## src/rtl/ft245_pkg.sv

```systemverilog
// Shared types and constants for the FT245 FIFO-mode port.
package ft245_pkg;

    localparam int BYTE_W = 8;

    typedef enum logic [2:0] {
        S_IDLE,
        S_RD_STROBE,
        S_WR_SETUP,
        S_WR_STROBE,
        S_WR_HOLD,
        S_TURN
    } state_e;

    typedef enum logic {
        GRANT_RX,
        GRANT_TX
    } grant_e;

endpackage

```

## src/rtl/ft245_port_sync_fifo.sv

```systemverilog
// Single-clock FIFO; full/empty told apart by an extra pointer bit.
module sync_fifo #(
    parameter int WIDTH = 8,
    parameter int DEPTH = 16
) (
    input  logic             clk,
    input  logic             rst_n,
    input  logic             push,
    input  logic [WIDTH-1:0] push_data,
    input  logic             pop,
    output logic [WIDTH-1:0] head,
    output logic             full,
    output logic             empty
);

    localparam int AW = $clog2(DEPTH);

    logic [AW:0]      wr_ptr_q, wr_ptr_d;
    logic [AW:0]      rd_ptr_q, rd_ptr_d;
    logic [WIDTH-1:0] mem_q [DEPTH];
    logic             do_push;
    logic             do_pop;

    assign empty = wr_ptr_q == rd_ptr_q;
    assign full  = (wr_ptr_q[AW] != rd_ptr_q[AW]) &&
                   (wr_ptr_q[AW-1:0] == rd_ptr_q[AW-1:0]);

    assign do_push = push && !full;
    assign do_pop  = pop && !empty;
    assign head    = mem_q[rd_ptr_q[AW-1:0]];

    always_comb begin
        wr_ptr_d = wr_ptr_q + {{AW{1'b0}}, do_push};
        rd_ptr_d = rd_ptr_q + {{AW{1'b0}}, do_pop};
    end

    always_ff @(posedge clk or negedge rst_n) begin
        if (!rst_n) begin
            wr_ptr_q <= '0;
            rd_ptr_q <= '0;
        end else begin
            wr_ptr_q <= wr_ptr_d;
            rd_ptr_q <= rd_ptr_d;
        end
    end

    // Storage needs no reset: pointers alone define the contents.
    always_ff @(posedge clk) begin
        if (do_push) mem_q[wr_ptr_q[AW-1:0]] <= push_data;
    end

endmodule

```

## src/rtl/ft245_port.sv

```systemverilog
// FT245 FIFO-mode bridge between byte streams and the chip pads.
// Define FT245_STATS_EN to build the 16-bit rx/tx byte counters.
module ft245_port
    import ft245_pkg::*;
#(
    parameter int SYNC_STAGES   = 2,
    parameter int TX_DEPTH      = 16,
    parameter int RX_DEPTH      = 16,
    parameter int STROBE_CYCLES = 4,
    parameter int TURN_CYCLES   = 3
) (
    input  logic              clk,
    input  logic              rst_n,
    input  logic              pad_txe_n,
    input  logic              pad_rxf_n,
    input  logic [BYTE_W-1:0] pad_data_i,
    output logic [BYTE_W-1:0] pad_data_o,
    output logic              pad_data_oe,
    output logic              pad_rd,
    output logic              pad_wr,
    input  logic [BYTE_W-1:0] tx_data,
    input  logic              tx_valid,
    output logic              tx_ready,
    output logic [BYTE_W-1:0] rx_data,
    output logic              rx_valid,
    input  logic              rx_ready,
    output logic [15:0]       rx_count,
    output logic [15:0]       tx_count
);

    if (SYNC_STAGES < 2) begin : g_bad_sync
        $error("SYNC_STAGES must be at least 2");
    end
    if (STROBE_CYCLES < 1) begin : g_bad_strobe
        $error("STROBE_CYCLES must be at least 1");
    end
    // Flags must resynchronise before IDLE looks at them again.
    if (TURN_CYCLES < SYNC_STAGES + 1) begin : g_bad_turn
        $error("TURN_CYCLES must be at least SYNC_STAGES+1");
    end

    localparam int CNT_MAX = (STROBE_CYCLES > TURN_CYCLES) ?
                             STROBE_CYCLES : TURN_CYCLES;
    localparam int CW = $clog2(CNT_MAX + 1);
    localparam logic [CW-1:0] STB_LAST = CW'(STROBE_CYCLES - 1);
    localparam logic [CW-1:0] TRN_LAST = CW'(TURN_CYCLES - 1);

    logic [SYNC_STAGES-1:0] txe_sync_q, txe_sync_d;
    logic [SYNC_STAGES-1:0] rxf_sync_q, rxf_sync_d;
    logic                   txe_n_s, rxf_n_s;

    state_e            state_q, state_d;
    grant_e            grant_q, grant_d;
    logic [CW-1:0]     cnt_q, cnt_d;
    logic              rd_q, rd_d;
    logic              wr_q, wr_d;
    logic              oe_q, oe_d;
    logic [BYTE_W-1:0] data_q, data_d;
    logic              ready_q, ready_d;

    logic              tx_full, tx_empty, tx_push, tx_pop;
    logic [BYTE_W-1:0] tx_head;
    logic              rx_full, rx_empty, rx_push, rx_pop;
    logic              rx_req, tx_req;

    assign txe_sync_d = {txe_sync_q[SYNC_STAGES-2:0], pad_txe_n};
    assign rxf_sync_d = {rxf_sync_q[SYNC_STAGES-2:0], pad_rxf_n};
    assign txe_n_s    = txe_sync_q[SYNC_STAGES-1];
    assign rxf_n_s    = rxf_sync_q[SYNC_STAGES-1];

    assign ready_d  = 1'b1;
    assign tx_ready = ready_q && !tx_full;
    assign tx_push  = tx_valid && tx_ready;
    assign rx_valid = !rx_empty;
    assign rx_pop   = rx_valid && rx_ready;

    assign rx_req = !rxf_n_s && !rx_full;
    assign tx_req = !txe_n_s && !tx_empty;

    assign pad_rd      = rd_q;
    assign pad_wr      = wr_q;
    assign pad_data_oe = oe_q;
    assign pad_data_o  = data_q;

    sync_fifo #(.WIDTH(BYTE_W), .DEPTH(TX_DEPTH)) u_tx_fifo (
        .clk       (clk),
        .rst_n     (rst_n),
        .push      (tx_push),
        .push_data (tx_data),
        .pop       (tx_pop),
        .head      (tx_head),
        .full      (tx_full),
        .empty     (tx_empty)
    );

    sync_fifo #(.WIDTH(BYTE_W), .DEPTH(RX_DEPTH)) u_rx_fifo (
        .clk       (clk),
        .rst_n     (rst_n),
        .push      (rx_push),
        .push_data (pad_data_i),
        .pop       (rx_pop),
        .head      (rx_data),
        .full      (rx_full),
        .empty     (rx_empty)
    );

    always_comb begin
        state_d = state_q;
        grant_d = grant_q;
        cnt_d   = cnt_q;
        rd_d    = rd_q;
        wr_d    = wr_q;
        oe_d    = oe_q;
        data_d  = data_q;
        rx_push = 1'b0;
        tx_pop  = 1'b0;
        unique case (state_q)
            S_IDLE: begin
                cnt_d = '0;
                // On a tie, serve the direction that lost last time.
                if (rx_req && (!tx_req || grant_q == GRANT_TX)) begin
                    state_d = S_RD_STROBE;
                    grant_d = GRANT_RX;
                    rd_d    = 1'b1;
                end else if (tx_req) begin
                    state_d = S_WR_SETUP;
                    grant_d = GRANT_TX;
                    oe_d    = 1'b1;
                    data_d  = tx_head;
                end
            end
            S_RD_STROBE: begin
                cnt_d = cnt_q + 1'b1;
                if (cnt_q == STB_LAST) begin
                    rx_push = 1'b1;
                    rd_d    = 1'b0;
                    cnt_d   = '0;
                    state_d = S_TURN;
                end
            end
            S_WR_SETUP: begin
                wr_d    = 1'b1;
                cnt_d   = '0;
                state_d = S_WR_STROBE;
            end
            S_WR_STROBE: begin
                cnt_d = cnt_q + 1'b1;
                if (cnt_q == STB_LAST) begin
                    wr_d    = 1'b0;
                    cnt_d   = '0;
                    state_d = S_WR_HOLD;
                end
            end
            S_WR_HOLD: begin
                tx_pop  = 1'b1;
                oe_d    = 1'b0;
                data_d  = '0;
                state_d = S_TURN;
            end
            S_TURN: begin
                cnt_d = cnt_q + 1'b1;
                if (cnt_q == TRN_LAST) begin
                    cnt_d   = '0;
                    state_d = S_IDLE;
                end
            end
            default: state_d = S_IDLE;
        endcase
    end

    always_ff @(posedge clk or negedge rst_n) begin
        if (!rst_n) begin
            txe_sync_q <= '1;
            rxf_sync_q <= '1;
            state_q    <= S_IDLE;
            grant_q    <= GRANT_TX;
            cnt_q      <= '0;
            rd_q       <= 1'b0;
            wr_q       <= 1'b0;
            oe_q       <= 1'b0;
            data_q     <= '0;
            ready_q    <= 1'b0;
        end else begin
            txe_sync_q <= txe_sync_d;
            rxf_sync_q <= rxf_sync_d;
            state_q    <= state_d;
            grant_q    <= grant_d;
            cnt_q      <= cnt_d;
            rd_q       <= rd_d;
            wr_q       <= wr_d;
            oe_q       <= oe_d;
            data_q     <= data_d;
            ready_q    <= ready_d;
        end
    end

`ifdef FT245_STATS_EN
    logic [15:0] rx_cnt_q, rx_cnt_d;
    logic [15:0] tx_cnt_q, tx_cnt_d;

    assign rx_cnt_d = rx_cnt_q + {15'd0, rx_push};
    assign tx_cnt_d = tx_cnt_q + {15'd0, tx_pop};

    always_ff @(posedge clk or negedge rst_n) begin
        if (!rst_n) begin
            rx_cnt_q <= '0;
            tx_cnt_q <= '0;
        end else begin
            rx_cnt_q <= rx_cnt_d;
            tx_cnt_q <= tx_cnt_d;
        end
    end

    assign rx_count = rx_cnt_q;
    assign tx_count = tx_cnt_q;
`else
    assign rx_count = '0;
    assign tx_count = '0;
`endif

endmodule
```

## config.mk

```make
export PLATFORM = sky130hd
export DESIGN_NAME = ft245_port
export DESIGN_NICKNAME = d
export VERILOG_FILES = /design/src/rtl/ft245_pkg.sv /design/src/rtl/ft245_port_sync_fifo.sv /design/src/rtl/ft245_port.sv
export SDC_FILE = /design/constraint.sdc
export NUM_CORES = 1
export LEC_CHECK = 0
export BUFFER_PORTS_ARGS = -buffer_cell sky130_fd_sc_hd__buf_2
export CAP_MARGIN = 25
export CORE_AREA = 2 2 158 160
export DETAILED_ROUTE_END_ITERATION = 10
export DIE_AREA = 0 0 160 162
export GPL_TIMING_DRIVEN = 1
export PLACE_DENSITY = 0.68
export SYNTH_ARGS = -nofsm -noshare
export SYNTH_HDL_FRONTEND = slang
export SYNTH_SLANG_ARGS = --single-unit
```

## constraint.sdc

```tcl
create_clock -name clk -period 3.7 [get_ports clk]
set_input_delay 0.185 -clock clk [delete_from_list [all_inputs] [get_ports clk]]
set_output_delay 0.185 -clock clk [all_outputs]
set_load 0.005 [all_outputs]
```

# Yosys cells after proc, flatten, opt, wreduce, memory -nomap -nowiden
# Memories as Yosys holds them, arrays and structs flattened.
# Cells that the tools add are included.
# totals
register_bits	43
ram_bits	256
out_inout_bits	53
word_cells	101
mem_count	2
# memory_table
memory	words	word_bits	read_ports	rd_clocked_by_memory_dff	write_ports	line_no	text
u_rx_fifo.mem_q	16	8	1	0	1	ft245_port_sync_fifo.sv:20	logic [WIDTH-1:0] mem_q [DEPTH];
u_tx_fifo.mem_q	16	8	1	0	1	ft245_port_sync_fifo.sv:20	
# classes
addsub	5
n_eq_ne	20
mux	27
reduce_logical	33
# op_table
op	n
$mux W3	7
$add A5 B1 Y5	4
$pmux W3 S6	1
$mux W8	2
$pmux W8 S2	1
$eq A3 B2 Y1 const B	4
$logic_and A1 B1 Y1	12
$mux W1	12
$ne A2 B2 Y1 const B	6
$eq A5 B5 Y1	2
$pmux W3 S3	1
$eq A4 B4 Y1	2
$reduce_bool A2 Y1	4
$logic_not A1 Y1	7
$eq A3 B3 Y1 const B	2
$pmux W1 S2	3
$reduce_and A3 Y1	2
$reduce_and A2 Y1	2
$reduce_and A4 Y1	1
$reduce_or A2 Y1	2
$add A3 B1 Y3 const B	1
$eq A3 B1 Y1 const B	1
$logic_not A3 Y1	1
$ne A3 B3 Y1 const B	1
other kinds (3)	4

# Longest topological paths before layout
# Gate-level depths: netlist of run 1.
# depth
depth_word	8
depth_mapped	10
mapped_depth_nobuf	9

# Hierarchy
# A second synthesis of run 1 with hierarchy kept.
# hier_totals
hier_cells	713
hier_area_um2	12629.6
# by_module_without_submodules
module	instances	cells_per_inst	area_per_inst_um2	seq_area_each_um2
sync_fifo	2	281	5564.1	4093.9
ft245_port	1	151	1501.4	581.8

# Least setup slack after synthesis of run 1
# No wires, ideal clock.
# synth_path
kind	reg-to-reg
start	register cnt_q[0]
end	memory u_rx_fifo.mem_q[4][0], enable pin
setup_time_ps	370
t_arrival_ps	2154
required_ps	3330
slack_ps	1176
stages_incl_launch_ff	8
n_path_buf	0
synth_period_minus_slack_ps	2524
path_cell_list	dfrtp_1 -> ha_1 -> ha_1 -> nor2b_1 -> nand2_1 -> a211oi_2 -> or3b_1 -> nor2_1
# synth_between
elab_chain_len	6
# synth_rtl
item	line_no	text
start: declaration	ft245_port.sv:54	logic [CW-1:0] cnt_q, cnt_d;
start signal: assignment	ft245_port.sv:188	cnt_q <= cnt_d;
$eq A3 B2 Y1	ft245_port.sv:134	if (cnt_q == STB_LAST) begin
$mux W1	ft245_port.sv:134	
$mux W1	ft245_port.sv:117	unique case (state_q)
$logic_and A1 B1 Y1	ft245_port_sync_fifo.sv:28	assign do_push = push && !full;
$mux W1	ft245_port_sync_fifo.sv:49	if (do_push) mem_q[wr_ptr_q[AW-1:0]] <= push_data;
$mux W1 (implied by the code)	ft245_port_sync_fifo.sv:49	
end: declaration	ft245_port_sync_fifo.sv:20	
# Every way passes these cells.

# Final worst setup path of run 1
# layout_path
start	register cnt_q[0]
end	memory u_rx_fifo.mem_q[0][3], enable pin
# The elaborated chain is that of the path after synthesis.

==> flow_summary.yaml, run 1 <==
outcome:
  violations: "hold timing"
  status: "finished, violations left"
drt:
  ant_nets: 0
  routedWlPerCell_um: 22.17
  drt-pass1-iter-count: 5
  drt_iter0_drc: 522
  drc_errors: 0
  via_count: 5936
  drt_wl_total_um: 23250
  viasPerCell: 5.659
clock_tree:
  cts.sinks: 299
  hold_buffers: 3
  clk_latency_ns: 0.54
  clock_path_buffers: 3
  cts_made_buffers: 30
  htreeDepth: 1
  post-cts-setup-buffer-count: 0
  cts_tree: "built"
  root_buffer: "clkbuf_16"
  post_cts_resized: 0
  cts.clk_slew.worst_paths_ns: 0.06
logic_synthesis:
  synth_cells: 634
  synth_cell_types: 45
  synth-main-ff-cell: "edfxtp_1"
  synth_edf_count: 256
  mappedNetlistArea_um2: 12140
  ys_warn_count: 0
  async_flop_share: 0.1438
  ys_seq_area_frac: 0.7222
  synth_seq_cells: 299
  avgSynthCellArea_um2: 19.15
place:
  routabilityCongestion: 0.8374
  dpl_cell_area_um2: 12660
  dp_hpwl_um: 15300
  io_buffers: 42
worst_setup_path:
  crit_path_end_kind: "flip-flop"
  critPathLaunchType: "flip-flop"
  cp.required_ns: 3.87
  path_max_fanout: 8
  cp.arrival_ns: 3.18
  path_class: "flip-flop to flip-flop"
global_routing:
  use_met2: 0.2956
  grt_pass1_vias: 6097
  grt_pass1_wl_um: 36790
  gr-max-usage-layer: "met2"
  overflow: 0
  use_met1: 0.2770
  grt_usage: 0.1867
  grt_use_met3: 0.03141
  antenna_found_initial: 0
  grt_start_max_net_pins: 44
final_layout:
  drive_gt1_frac: 0.2910
  synthToLayoutAreaGrowth_pct: 13.13
  nFillCells: 1807
  antenna_cells: 0
  final_util: 0.5699
  final_nets: 736
  fin_area_um2: 13740
hold_path:
  min_path_type: "input pin to flip-flop"
floorplanning:
  die_height_um: 162
  rows: 57
  die_w_um: 160
  ios: 75
  dieArea_um2: 25920
  design.core.area_um2: 24110
  start_util: 0.5037
sta:
  tightest_slew_ns: 0.8571
  hold_slack_ns: -0.0003112
  drv_slew: 0
  setup-violations-final: 0
  period_needed_ns: 3.013
  rsz0062_at_grt: "false"
  finalHoldViolCount: 1
  totalNegativeSetupSlack_ns: 0
  period_share: 0.8143
  relSlewSlack: 0.4265
  finalClockSkew_ns: 0.01231
  max_freq_ghz: 0.3319
run:
  max_cap_violations: 0
power:
  ir_drop_mv: 0.4845
  p_leak_nw: 4.748
  p_per_area_nw_per_um2: 719.8
==> cell usage in the layout, fill, tap and decap left out, drive strengths merged, types with 14 or more instances in the layout <==
cell type and count:
a21oi 16, conb 33, mux4 72, clkbuf 44, nand2 19, xor2 14
dfrtp 38, nor2 33, buf 64, edfxtp 256
==> flip-flops by register name, indices dropped and copies added, names as in the netlist, 2 cells and up <==
name / cells
u_rx_fifo.mem_q: 128
u_tx_fifo.mem_q: 128
pad_data_o: 8
u_rx_fifo.rd_ptr_q: 5
u_rx_fifo.wr_ptr_q: 5
u_tx_fifo.rd_ptr_q: 5
u_tx_fifo.wr_ptr_q: 5
cnt_q: 3
state_q: 3
rxf_sync_q: 2
txe_sync_q: 2
==> power breakdown <==
group	switching, W	internal, W
clock	0.00122	0.00187
combinational	0.00131	0.00125
sequential	0.000277	0.00398
==> path summary, 6_finish.rpt <==
check	startpoint	endpoint	slack, ns	cells past startpoint
max in group asynchronous	rst_n	rxf_sync_q[1]	3.04	3
max reg2reg	cnt_q[0]	u_rx_fifo.mem_q[0][3]	0.69	7
min in group asynchronous	rst_n	u_tx_fifo.wr_ptr_q[2]	0.11	2
min	rx_ready	u_rx_fifo.rd_ptr_q[0]	-0.0003	3
min reg2reg	rxf_sync_q[0]	rxf_sync_q[1]	0.36	0
max	cnt_q[0]	u_rx_fifo.mem_q[0][3]	0.69	7
==> cell type report <==
cell class	instances	area, um^2	area share
multi-input cells	293	3074	0.2238
well taps	324	405.4	0.02951
repair buffers	67	417.9	0.03042
clock buffers	44	884.6	0.06440
flip-flops and latches	299	8772	0.6386
clock inverters	12	145.1	0.01057
inverters	10	37.54	0.002732
==> critical path, stage by stage (launching register included) <==
cell,delay (ns)
dfrtp_1,0.41
ha_1,0.20
ha_1,0.18
nor2b_1,0.27
nand2_1,0.13
a211oi_2,0.38
or3b_1,0.47
nor3_2,0.59
==> metal layers <==
layer / vias to the layer above / wire (um)
met2: 211 / 11150
met3: 30 / 1491
met1: 3117 / 10210
li1: 2578 / -
met4: 0 / 399
met5: - / 0
==> per-stage QoR <==
| stage | worst slack, ns | total power [W] | hold WS, ns | cells |
|---|---|---|---|---|
| floorplan | 1.176 | 0.006161 | -0.1106 | 665 |
| global placement | 0.8346 | 0.006832 | 0.2934 | 989 |
| detailed placement | 0.6807 | 0.006894 | 0.2942 | 989 |
| CTS | 0.6737 | 0.009966 | 0.0005814 | 1048 |
| global route | 0.4067 | 0.01037 | 0.01589 | 1049 |
| finish | 0.6871 | 0.009888 | -0.0003112 | 1049 |
==> synth_stat cells, drive strengths merged, types with 6 or more instances <==
cell | number | area share
nor2 | 33 | 0.010
xnor2 | 8 | 0.0058
edfxtp | 256 | 0.63
xor2 | 14 | 0.012
inv | 10 | 0.0031
clkbuf | 10 | 0.0031
nand3 | 11 | 0.0045
dfrtp | 38 | 0.078
a21oi | 16 | 0.0069
nor3 | 9 | 0.0041
o22ai | 8 | 0.0041
nand2 | 19 | 0.0059
ha | 13 | 0.013
mux2 | 8 | 0.0074
mux2i | 9 | 0.0074
mux4 | 72 | 0.13
buf | 53 | 0.029
nand2b | 6 | 0.0031
==> kinds of logic after synthesis <==
family          synth area share
xor+xnor                 0.01772
flops                     0.7222
compound gates           0.02174
fa+ha+maj                0.01340
mux                       0.1484
other cells            0.0006185
simple gates             0.04122
buf+inv                  0.03472
(Power assumes the default switching activity.)
==> inputs of run 2 (changes only) <==
- clock period: 3.7 -> 2.8 ns (I/O delays scaled with it)
==> run 2 against run 1 <==
Effect of this change:
- the run now ends clean
- total power is 34% higher
- via count increased by 1.5%
- global-route usage decreased by 0.087 points
- clock skew about the same
- critical path type is now flip-flop to output pin
- highest routed layer unchanged
==> flow_summary.yaml, run 2 (synthesis gave the netlist of run 1 again) <==
outcome:
  status: "finished clean"
place:
  dp_hpwl_um: 14920
  place_ws_ns: 0.2423
  routabilityCongestion: 0.8375
  io_buffers: 42
floorplanning:
  rows: 57
  start_util: 0.5037
  design.core.area_um2: 24110
  dieArea_um2: 25920
  ios: 75
  die_height_um: 162
  die_w_um: 160
drt:
  drt-pass1-iter-count: 7
  ant_nets: 0
  drt_wl_total_um: 23420
  viasPerCell: 5.531
  drt_iter0_drc: 504
  via_count: 6023
  drc_errors: 0
  routedWlPerCell_um: 21.50
clock_tree:
  post-cts-setup-buffer-count: 0
  root_buffer: "clkbuf_16"
  cts_tree: "built"
  clock_path_buffers: 3
  cts.clk_slew.worst_paths_ns: 0.06
  htreeDepth: 1
  cts_made_buffers: 30
  cts.sinks: 299
  clk_latency_ns: 0.55
global_routing:
  grt_pass1_wl_um: 36510
  antenna_found_initial: 0
  grt_start_max_net_pins: 44
  overflow: 0
  grt_pass1_vias: 6114
  grt_usage: 0.1858
worst_setup_path:
  path_cells: "buf_12 > mux4_2 > mux4_2 > buf_2"
  critical-path-slowest-cell: "mux4_2"
  crit_path_end_kind: "output pin"
  cp-endpoint: "rx_data[4]"
  critPathLaunch: "u_rx_fifo.rd_ptr_q[0]"
  r2r-start: "cnt_q[1]"
  slowest_delay_ns: 0.58
  ff2ff_setup_slack_ns: 0.24
  path_class: "flip-flop to output pin"
  path_max_fanout: 33
  timing.critical_path.mode_cell: "mux4_2"
  cp.required_ns: 2.66
  cp.arrival_ns: 2.49
  critPathLaunchType: "flip-flop"
  r2r_end: "u_rx_fifo.mem_q[4][7]"
  worstRegToRegCells: 8
final_layout:
  synthToLayoutAreaGrowth_pct: 16.27
  antenna_cells: 0
  drive_gt1_frac: 0.3020
  multi_input_area_um2: 3077
  seq_area_um2: 8772
  final_nets: 776
  layout_common_cells: "edfxtp_1, mux4_2, buf_2, buf_4, dfrtp_1"
  nFillCells: 1783
  final_common_cell: "edfxtp_1"
sta:
  tightest_slew_ns: 0.9651
  setup-violations-final: 0
  max_freq_ghz: 0.3801
  drv_slew: 0
  period_share: 0.9395
  finalClockSkew_ns: 0.01250
  totalNegativeSetupSlack_ns: 0
  timing.final.ws_setup_ns: 0.1693
  relSlewSlack: 0.3542
  finalHoldViolCount: 0
  period_needed_ns: 2.631
  rsz0062_at_grt: "false"
power:
  total_power_w: 0.01326
  ir_drop_mv: 0.5329
  p_leak_nw: 4.942
  p_per_area_nw_per_um2: 938.9
hold_path:
  min_path_type: "input pin to flip-flop"
run:
  max_cap_violations: 0
run 2: cell types whose count changed in the layout (fill, tap and decap cells not counted), moves of 2 or more:
cell and delta:
clkbuf_1 -4, clkinv_1 +7, dlygate4sd3_1 +18, bufinv_16 +3, clkbuf_8 -6, clkinv_2 -2, clkinvlp_4 +2, buf_4 +21
run 2: final cells by class:
cell class,count,area share
clock buffers,34,0.05574
clock inverters,22,0.01870
inverters,10,0.002659
multi-input cells,293,0.2179
flip-flops and latches,299,0.6213
well taps,324,0.02871
repair buffers,107,0.05495
run 2: worst min path at each step:
stage / startpoint / end / slack, ns / depth (start not counted)
floorplan: rst_n / cnt_q[0] / -0.16 / 0
global placement: pad_txe_n / txe_sync_q[0] / 0.25 / 1
detailed placement: pad_rxf_n / rxf_sync_q[0] / 0.25 / 1
CTS: tx_valid / u_tx_fifo.wr_ptr_q[0] / 0.07 / 4
global route: tx_valid / u_tx_fifo.wr_ptr_q[0] / 0.11 / 4
finish: tx_valid / u_tx_fifo.wr_ptr_q[0] / 0.09 / 4
run 2: routing by layer:
layer,track usage,part of all wire,vias up
li1,-,-,2660
met1,0.2718,0.43,3117
met2,0.2971,0.49,221
met3,0.03320,0.064,25
met4,0.04300,0.016,0
met5,0,0,-
run 2: through the flow:
step | hold WS [ns] | utilization | cell area, um^2 | instances
finish | 0.09017 | 0.5857 | 14120 | 1089
floorplan | -0.1556 | - | 12260 | 665
global placement | 0.2472 | 0.5324 | 12830 | 1011
global route | 0.1088 | 0.5857 | 14120 | 1089
detailed placement | 0.2479 | 0.5324 | 12830 | 1011
CTS | 0.06792 | 0.5843 | 14090 | 1087
run 2: critical path: cells and delay by family (launching register included):
| kind | cells | cell delay [ns] |
|---|---|---|
| multiplexers | 2 | 1.07 |
| buffers and inverters | 2 | 0.41 |
| flip-flops | 1 | 0.41 |
run 2: timing repair:
action	CTS	global route
hold buffers	20	1
endpoints found under the setup margin	0	51
gates resized for setup	0	1
endpoints found under the hold margin	281	2
run 2: report_power, final:
part / total, W / switching (W) / leakage [nW] / internal, W
registers: 0.00560 / 0.000351 / 2.83 / 0.00525
logic: 0.00344 / 0.00172 / 1.60 / 0.00172
clock network: 0.00421 / 0.00164 / 0.510 / 0.00257
total: 0.0133 / 0.00371 / 4.94 / 0.00954
==> inputs of run 3 (changes only) <==
- PLACE_DENSITY: 0.68 -> 0.71
- clock period: 2.8 -> 2.3 ns (I/O delays scaled with it)
==> run 3 against run 2 <==
Effect of this change:
- clock skew about the same
- critical path type unchanged
- final area increased by 1.3%
- sequential power increased by 20%
- the run now ends with setup timing left
- critical path depth increased by 1
- die area unchanged
- critical endpoint is now rx_data[1]
- first-iteration DRC count increased by 16%
- via count increased by 0.32%
- sequential share of layout area decreased by 0.79 points
- register-to-register slack got worse by 0.14 ns
- final cell count increased by 1.3%
==> flow_summary.yaml, run 3 (synthesis gave the netlist of run 1 again) <==
drt:
  routedWlPerCell_um: 21.15
  drc_errors: 0
  drt_iter0_drc: 587
  drt_wl_total_um: 23330
  drt-pass1-iter-count: 5
  via_count: 6042
  viasPerCell: 5.478
  ant_nets: 0
clock_tree:
  htreeDepth: 1
  cts_made_buffers: 29
  root_buffer: "clkbuf_16"
  clock_path_buffers: 3
  clk_latency_ns: 0.53
  cts.clk_slew.worst_paths_ns: 0.06
  cts.sinks: 299
  cts_tree: "built"
sta:
  timing.final.ws_setup_ns: -0.2608
  rsz0062_at_grt: "true"
  drv_slew: 0
  finalHoldViolCount: 0
  hold_slack_ns: 0.05090
  period_needed_ns: 2.561
  totalNegativeSetupSlack_ns: -1.697
  period_share: 1.113
  max_freq_ghz: 0.3905
  relSlewSlack: 0.5862
  setup-violations-final: 8
  tightest_slew_ns: 0.6173
  finalClockSkew_ns: 0.01290
final_layout:
  antenna_cells: 0
  final_util: 0.5933
  drive_gt1_frac: 0.3338
  nFillCells: 1746
  final_nets: 794
  synthToLayoutAreaGrowth_pct: 17.77
  seq_area_um2: 8772
  layout_common_cells: "edfxtp_1, mux4_2, buf_4"
  multi_input_area_um2: 3209
  instances_no_fill: 1103
  final_common_cell: "edfxtp_1"
floorplanning:
  ios: 75
  start_util: 0.5037
  rows: 57
  dieArea_um2: 25920
  die_w_um: 160
  die_height_um: 162
  design.core.area_um2: 24110
power:
  p_per_area_nw_per_um2: 1121
  ir_drop_mv: 0.7910
  p_leak_nw: 4.989
global_routing:
  overflow: 0
  grt_pass1_vias: 6264
  antenna_found_initial: 0
  grt_usage: 0.1822
  grt_start_max_net_pins: 35
  grt_pass1_wl_um: 35840
worst_setup_path:
  cp.required_ns: 2.18
  path_class: "flip-flop to output pin"
  slowest_delay_ns: 0.53
  critPathLaunchType: "flip-flop"
  crit_path_end_kind: "output pin"
  crit_buf_inv: 3
  path_max_fanout: 8
  path_cells: "buf_12 > buf_16 > mux4_2 > mux4_2 > buf_2"
  cp.arrival_ns: 2.45
  critical-path-slowest-cell: "mux4_2"
  timing.critical_path.mode_cell: "mux4_2"
  crit_family: "multiplexers"
run:
  max_cap_violations: 0
outcome:
  violations: "setup timing"
  status: "finished, violations left"
place:
  routabilityCongestion: 0.7929
  dp_hpwl_um: 14480
  io_buffers: 42
  post-place-cells: 1022
hold_path:
  min_path_type: "input pin to async pin"
-- run 3: cell types whose count changed in the layout (fill, tap and decap cells not counted), moves of 3 or more --
| cell | delta |
|---|---|
| nor2_2 | +3 |
| buf_16 | +4 |
| buf_4 | +12 |
| nor3_2 | +3 |
| nor2_1 | -8 |
| nor2_4 | +5 |
| bufinv_16 | -5 |
| nor3_1 | -4 |
-- run 3: repair_timing --
action                                  CTS  global route
pin swaps                                 2             6
endpoints found under the setup margin   48           111
cloned                                    4             0
resized for setup                        11             7
hold endpoints to repair                283             0
buffers inserted                          4             2
hold buffers                             20             0
-- run 3: where the power goes --
part / total [W] / switching, W / internal (W)
clock network: 0.00426 / 0.00186 / 0.00240
logic: 0.00505 / 0.00247 / 0.00257
registers: 0.00673 / 0.000328 / 0.00640
-- run 3: path summary, 6_finish.rpt --
check | cells past startpoint | slack, ns | end | start
worst max-delay path | 5 | -0.26 | rx_data[1] | u_rx_fifo.rd_ptr_q[0]
worst min-delay path | 2 | 0.05 | u_rx_fifo.wr_ptr_q[2] | rst_n
worst max register to register | 8 | 0.10 | u_rx_fifo.mem_q[0][6] | cnt_q[2]
worst min register to register | 0 | 0.36 | rxf_sync_q[1] | rxf_sync_q[0]
max in group asynchronous | 3 | 1.52 | grant_q | rst_n
min in group clk | 5 | 0.19 | u_tx_fifo.wr_ptr_q[0] | tx_valid
-- run 3: worst register-to-register path, delay by kind of cell (launching register included) --
family,cells,cell delay [ns]
AO/OA/AOI/OAI,1,0.17
flip-flops,1,0.41
buffers and inverters,2,0.28
adder cells (fa/ha/maj),1,0.16
AND/OR/NAND/NOR,4,0.87
-- run 3: cell type report --
class	instances	share of cell area
clock buffers	34	0.05206
clock inverters	17	0.007262
flip-flops and latches	299	0.6134
well taps	324	0.02835
multi-input cells	293	0.2244
inverters	10	0.002625
repair buffers	126	0.07192
-- run 3: through the flow --
| step | power (W) | cell area [um^2] | setup WS, ns |
|---|---|---|---|
| 3_5_place_dp | 0.01139 | 13010 | -0.05398 |
| 6_report | 0.01603 | 14300 | -0.2608 |
| 5_1_grt | 0.01676 | 14300 | -0.3297 |
| 4_1_cts | 0.01608 | 14230 | -0.2284 |
| 2_1_floorplan | 0.009993 | 12340 | -0.009000 |
| 3_3_place_gp | 0.01123 | 13010 | 0.04008 |
-- run 3: per-layer routing --
| layer | vias up | wire length, um | global-route usage |
|---|---|---|---|
| met5 | - | 0 | 0 |
| li1 | 2688 | - | - |
| met1 | 3149 | 9155 | 0.2318 |
| met2 | 179 | 12780 | 0.3361 |
| met3 | 26 | 1005 | 0.02349 |
| met4 | 0 | 394 | 0.04259 |
